==> src/rtl/hazard_controller.sv <==
// rtl/hazard_controller.sv - RV32I pipeline hazard unit: forwarding, stall/flush, memory-wait FSM
// Memory waits are counted by the FSM; a wait timeout latches MemErr and freezes the pipe until reset.
module hazard_controller #(
   parameter int ADDR_WIDTH     = 5,
   parameter int TIMEOUT_CYCLES = 16,
   parameter int WAIT_WIDTH     = 8,
   parameter int CNT_WIDTH      = 32
) (
   input  logic                  clk,
   input  logic                  rst_n,
   input  logic [ADDR_WIDTH-1:0] Rs1D,
   input  logic [ADDR_WIDTH-1:0] Rs2D,
   input  logic [ADDR_WIDTH-1:0] Rs1E,
   input  logic [ADDR_WIDTH-1:0] Rs2E,
   input  logic [ADDR_WIDTH-1:0] RdE,
   input  logic [ADDR_WIDTH-1:0] RdM,
   input  logic [ADDR_WIDTH-1:0] RdW,
   input  logic                  ResultSrcE0,
   input  logic                  RegWriteM,
   input  logic                  RegWriteW,
   input  logic                  PCSrcE,
   input  logic                  MemReqM,
   input  logic                  MemReadyM,
   output logic                  StallF,
   output logic                  StallD,
   output logic                  StallE,
   output logic                  StallM,
   output logic                  FlushD,
   output logic                  FlushE,
   output logic                  FlushW,
   output logic [1:0]            ForwardAE,
   output logic [1:0]            ForwardBE,
   output logic                  MemErr,
   output logic [CNT_WIDTH-1:0]  StallCycles,
   output logic [CNT_WIDTH-1:0]  FlushCount
);

   typedef enum logic [1:0] {S_RUN, S_WAIT, S_ERROR} state_t;

   localparam logic [WAIT_WIDTH-1:0] WAIT_LAST = WAIT_WIDTH'(TIMEOUT_CYCLES - 1);
   localparam logic [CNT_WIDTH-1:0]  CNT_MAX   = {CNT_WIDTH{1'b1}};

   state_t                state_q, state_d;
   logic [WAIT_WIDTH-1:0] wait_q, wait_d;
   logic                  mem_err_q, mem_err_d;
   logic [CNT_WIDTH-1:0]  stall_cnt_q, stall_cnt_d;
   logic [CNT_WIDTH-1:0]  flush_cnt_q, flush_cnt_d;

   logic mem_wait, lw_stall, br_flush;

   assign mem_wait = MemReqM & ~MemReadyM;
   assign lw_stall = ResultSrcE0 & (RdE != '0) & ((RdE == Rs1D) | (RdE == Rs2D));

   // M-stage result is newer than W, so it wins when both match
   always_comb begin
      ForwardAE = 2'b00;
      ForwardBE = 2'b00;
      if (RegWriteM && RdM != '0 && RdM == Rs1E)      ForwardAE = 2'b10;
      else if (RegWriteW && RdW != '0 && RdW == Rs1E) ForwardAE = 2'b01;
      if (RegWriteM && RdM != '0 && RdM == Rs2E)      ForwardBE = 2'b10;
      else if (RegWriteW && RdW != '0 && RdW == Rs2E) ForwardBE = 2'b01;
   end

   always_comb begin
      StallF   = 1'b0;
      StallD   = 1'b0;
      StallE   = 1'b0;
      StallM   = 1'b0;
      FlushD   = 1'b0;
      FlushE   = 1'b0;
      FlushW   = 1'b0;
      br_flush = 1'b0;
      if (state_q == S_ERROR || mem_wait) begin
         StallF = 1'b1;
         StallD = 1'b1;
         StallE = 1'b1;
         StallM = 1'b1;
         FlushW = 1'b1;
      end else if (PCSrcE) begin
         FlushD   = 1'b1;
         FlushE   = 1'b1;
         br_flush = 1'b1;
      end else if (lw_stall) begin
         StallF = 1'b1;
         StallD = 1'b1;
         FlushE = 1'b1;
      end
   end

   always_comb begin
      state_d   = state_q;
      wait_d    = wait_q;
      mem_err_d = mem_err_q;
      case (state_q)
         S_RUN: begin
            if (mem_wait) begin
               if (TIMEOUT_CYCLES == 1) begin
                  state_d   = S_ERROR;
                  mem_err_d = 1'b1;
               end else begin
                  state_d = S_WAIT;
                  wait_d  = WAIT_WIDTH'(1);
               end
            end
         end
         S_WAIT: begin
            if (!mem_wait) begin
               state_d = S_RUN;
               wait_d  = '0;
            end else if (wait_q == WAIT_LAST) begin
               state_d   = S_ERROR;
               mem_err_d = 1'b1;
            end else begin
               wait_d = wait_q + WAIT_WIDTH'(1);
            end
         end
         default: begin
            state_d = S_ERROR;
         end
      endcase

      stall_cnt_d = stall_cnt_q;
      flush_cnt_d = flush_cnt_q;
      if (StallF && stall_cnt_q != CNT_MAX)   stall_cnt_d = stall_cnt_q + CNT_WIDTH'(1);
      if (br_flush && flush_cnt_q != CNT_MAX) flush_cnt_d = flush_cnt_q + CNT_WIDTH'(1);
   end

   always_ff @(posedge clk or negedge rst_n) begin
      if (!rst_n) begin
         state_q     <= S_RUN;
         wait_q      <= '0;
         mem_err_q   <= 1'b0;
         stall_cnt_q <= '0;
         flush_cnt_q <= '0;
      end else begin
         state_q     <= state_d;
         wait_q      <= wait_d;
         mem_err_q   <= mem_err_d;
         stall_cnt_q <= stall_cnt_d;
         flush_cnt_q <= flush_cnt_d;
      end
   end

   assign MemErr      = mem_err_q;
   assign StallCycles = stall_cnt_q;
   assign FlushCount  = flush_cnt_q;

endmodule

==> config.mk <==
export PLATFORM = sky130hd
export DESIGN_NAME = hazard_controller
export DESIGN_NICKNAME = d
export VERILOG_FILES = /design/src/rtl/hazard_controller.sv
export SDC_FILE = /design/constraint.sdc
export NUM_CORES = 1
export LEC_CHECK = 0
export CAP_MARGIN = 20
export CORE_MARGIN = 5
export CORE_UTILIZATION = 30
export CTS_BUF_LIST = sky130_fd_sc_hd__clkbuf_2 sky130_fd_sc_hd__clkbuf_4 sky130_fd_sc_hd__clkbuf_8
export DETAILED_ROUTE_END_ITERATION = 10
export HOLD_SLACK_MARGIN = 0.06
export RECOVER_POWER = 25
export REMOVE_ABC_BUFFERS = 1
export SYNTH_ARGS = -nofsm -noshare
export SYNTH_HDL_FRONTEND = slang
export SYNTH_SLANG_ARGS = --single-unit
==> constraint.sdc <==
create_clock -name clk -period 3.11 [get_ports clk]
set_clock_uncertainty 0.05 [all_clocks]
set_input_delay 0.622 -clock clk [delete_from_list [all_inputs] [get_ports clk]]
set_output_delay 0.622 -clock clk [all_outputs]
set_load 0.02 [all_outputs]
# == Word level (Yosys, flattened, before mapping) ==
# Cells that the tools add are included.
# Widths: inputs -> output; s select.
# word_totals
out_inout_bits,76
regBits,75
inputBits,43
# op_classes
eq_ne,14
addsub,3
bitwise_logic,5
muxes,20
n_reduce_logical,17
# ops
cell,n
$add 32x1->32 const B,2
$ne 32x32->1 const B,2
$eq 5x5->1,6
$mux 8,3
$pmux 8 s2,1
$reduce_bool 5->1,3
$mux 1,10
$mux 2,5
$add 8x1->8 const B,1
$eq 8x4->1 const B,1
$logic_and 1x1->1,8
$ne 3x3->1 const B,2
$reduce_and 3->1,2
$pmux 2 s2,1
$and 1x1->1,3
$eq 2x1->1 const B,1
$eq 2x2->1 const B,1
$logic_not 2->1,1
$ne 2x2->1 const B,1
$reduce_and 2->1,1
$reduce_bool 2->1,1
$logic_or 1x1->1,1
$not 1->1,1
$or 1x1->1,1

# == Longest topological paths before layout ==
# logic_depth
ltp_word,7
mapped_depth,9

# == Worst setup path after synthesis ==
# Ideal clock, no wire load.
# synth_path
kind,input -> output
start,input port RdM[1]
end,output port ForwardAE[0]
required_time_ps,2438
path_buffers,0
stages,4
t_arrival_ps,2239
slack_ps,199
cell_sequence,or4_1 o21ai_0 nor4_1 nor4_1
# synth_via
elab_chain_cells,4
elab_cells_between_ends,5
classes_between,eq/ne: 1; mux: 1; reduce/logical: 3
# synth_lines
element,line,rtl
start: declaration,16,"input logic [ADDR_WIDTH-1:0] RdM,"
$reduce_bool 5->1,58,if (RegWriteM && RdM != '0 && RdM == Rs1E) ForwardAE = 2'b10;
$logic_and 1x1->1,58,
$logic_and 1x1->1 (*),58,
$mux 2 (*),58,
end: declaration,31,"output logic [1:0] ForwardAE,"
# Mark *: on every way between the ends. The rest lies on a longest branch, timed or not.

# == Worst setup path in the final report ==
# layout_path
start,input port RdE[1]
end,output port FlushE
# layout_via
elab_chain_cells,6
elab_cells_between_ends,9
classes_between,eq/ne: 2; mux: 3; bitwise: 3; reduce/logical: 1
# layout_lines
element,line,rtl
start: declaration,15,"input logic [ADDR_WIDTH-1:0] RdE,"
$eq 5x5->1 / $reduce_bool 5->1 (equally long branches),52,assign lw_stall = ResultSrcE0 & (RdE != '0) & ((RdE == Rs1D) | (RdE == Rs2D));
$or 1x1->1 / $and 1x1->1 (equally long branches),52,
$and 1x1->1 (*),52,
$mux 1 (*),83,end else if (lw_stall) begin
$mux 1 (*),79,end else if (PCSrcE) begin
$mux 1 (*),73,if (state_q == S_ERROR || mem_wait) begin
end: declaration,29,"output logic FlushE,"
# Marks and branches as above.

==> run summary <==
failing checks - max-capacitance violations, max-slew violations
Syn Area/Cell - 10.7 um^2
CP arrival - 2.32 ns
# diodes - 0
Max Freq - 0.334 GHz
Post-synth top flop - dfrtp_1
gr ovfl total - 0
die extent in x - 125 um
Simple-Gate Fraction of Synth Area - 22.9%
DR pass1 iterations - 4
count of different cell masters after synthesis - 50
first-pass GRT wire length - 16.1 mm
Slew @ Worst Pin - 1.53 ns
initial core utilization - 30.2%
P&R area growth vs syn - 42.9%
kind of critical path - in -> out
Final Wtd Congestion - 0.766
warnings from Yosys - 0
hold_buf cts - 0
Post-Synth XOR/XNOR Area - 21.7%
CP max stage delay - 0.57 ns
initial antenna violation count - 0
worst relative slew slack - -1.79%
commonest non-fill, non-tap cell in the layout - clkdlybuf4s50_1
non-filler cells in the finished layout - 691
Layout Nets - 556
worst hold path type - in -> async
Avg WL per Cell - 14.3 um
Adder-Cell Fraction of Synth Area - 0.949%
Worst Path Required - 2.44 ns
busiest grt layer - met2
Hold WS - 0.293 ns
post-route antenna net violation count - 0
Ports - 119
CP max stage cell - or4_1
register area - 1880 um^2
Sink Count - 75
DR iter-0 viols - 149
Final Hold Fails - 0
layout cells sized above 1 - 11.7%
vias per cell - 4.70
mux cell area share after synthesis - 0.664%
worst-path fanout max - 3
largest family of logic cells by synthesized area - simple AND/OR/NAND/NOR gates
minimum clock period - 2.99 ns
final count of negative-setup-slack endpoints - 0
r2r setup slk - 0.81 ns
asr flop ratio synth - 100%
# H-tree levels - 3
core footprint - 13100 um^2
final wirelength - 9.88 mm
die footprint - 15600 um^2
met3 usage - 3.95%
sequential element share of the synthesized area - 47.5%
met2 global-route usage - 20.1%
Power per Cell Area - 453 nW/um^2
worst vdd ir - 279 uV
status - finished, violations left
area of the multi-input gates - 2000 um^2
DRC violations left - 0
Seq cells post-synth - 75
Crit. End Element - output pin
CTS tree - done
Worst Setup Start Kind - primary input
clock transition at the registers of the reported paths - 0.08 ns
final period utilization - 96.2%
via count - 3246
GR Util met1 - 15.9%
Leakage Power - 0.00242 uW
largest net degree at the start of global routing - 76
vias in the first global route - 3283
most frequent cells in the layout - clkdlybuf4s50_1, dfrtp_1, xnor2_1
most frequent CP cell - nor2_1
Synth Instances - 371
Post-CTS Setup Bufs - 0
Final Max Slew Viols - 62
Synth Area in Compound Gates - 3.92%
worst-skew pair later-pin latency - 0.35 ns
Rows - 42
Die Height - 125 um
GRT Resource Usage Total - 12.5%
dpl cells - 674
CTS Buf Count - 9
crit-path cells - clkdlybuf4s50_1, or4_1, o21ai_2, nor2_1, nor2_1, nor2_1, clkdlybuf4s15_1
Syn Std Cell Area - 3960 um^2
count of max-cap constraint violations - 1
clock root buffer - clkbuf_8
CTS max path bufs - 2
fillcell total - 1283
PortBufs - 118
hpwl dp - 7.44 mm
number of synthesized flops with an enable pin - 0
## critical path, delay by kind of cell
family / cells / cell delay [ns]
simple gates: 4 / 0.77
buf+inv: 2 / 0.75
compound gates: 1 / 0.16
## cell type report
type | count | area share, %
Multi-Input combinational cell | 280 | 35.3
Sequential cell | 75 | 33.2
Timing Repair Buffer | 139 | 23.5
Tap cell | 176 | 3.90
Clock buffer | 12 | 2.92
Clock inverter | 4 | 0.841
Inverter | 5 | 0.332
## registers in the layout, indices dropped and copies added (netlist names)
name	flops
FlushCount	32
MemErr	1
StallCycles	32
state_q	2
wait_q	8
## cell families (layout without fill, tap and decap cells)
logic type	after synthesis	in the layout
adder cells (fa/ha/maj)	3	3
AO/OA/AOI/OAI	19	19
XOR/XNOR	98	98
AND/OR/NAND/NOR	158	158
multiplexers	2	2
buffers and inverters	16	160
flip-flops	75	75
## per-layer routing
layer	share of wire, %	vias to the layer above
met5	0	-
met4	1.2	0
met3	6.9	11
met2	48	92
met1	44	1570
li1	-	1573
## what timing repair did
action                                  in CTS  in global routing
endpoints found under the setup margin       7                  3
resized for setup                           17                  3
pin swaps                                    0                  0
## stage by stage
step | total power, uW | TNS [ns] | worst slack [ns] | cell area [um^2] | utilization, %
after floorplan | 1450 | 0 | 0.0896 | 3880 | -
after global placement | 1780 | -1.66 | -0.434 | 5440 | 41.6
after detailed placement | 1790 | -1.81 | -0.454 | 5440 | 41.6
after CTS | 2610 | 0 | 0.0393 | 5640 | 43.1
after global routing | 2700 | -0.0116 | -0.0116 | 5650 | 43.2
final | 2560 | 0 | 0.119 | 5650 | 43.2
## final timing paths
check	start	end	cells past startpoint
worst min-delay path	rst_n	state_q[0]	1
worst min register to register	FlushCount[22]	FlushCount[22]	1
worst max-delay path	RdE[1]	FlushE	7
worst max register to register	FlushCount[10]	FlushCount[27]	7
min in group clk	FlushCount[22]	FlushCount[22]	1
max in group asynchronous	rst_n	FlushCount[24]	2
## cells in the mapped netlist (4+ instances only)
library cell / n / share of area (%)
dfrtp_1: 75 / 47
inv_1: 4 / 0.38
xnor2_1: 63 / 14
and3_1: 28 / 4.4
nor2_1: 16 / 1.5
nand2_1: 21 / 2.0
nand3_1: 30 / 3.8
buf_4: 5 / 0.95
nand4_1: 27 / 4.3
nor4_1: 4 / 0.63
or4_1: 6 / 1.1
xor2_1: 35 / 7.8
## power by group
group	total [uW]	internal (uW)	switching, uW	leakage [uW]
clock network	801	434	367	0.000108
registers	1170	1060	109	0.00102
logic	595	315	280	0.00129
total	2560	1810	756	0.00242
No activity file was read; power rests on OpenSTA's default activity.
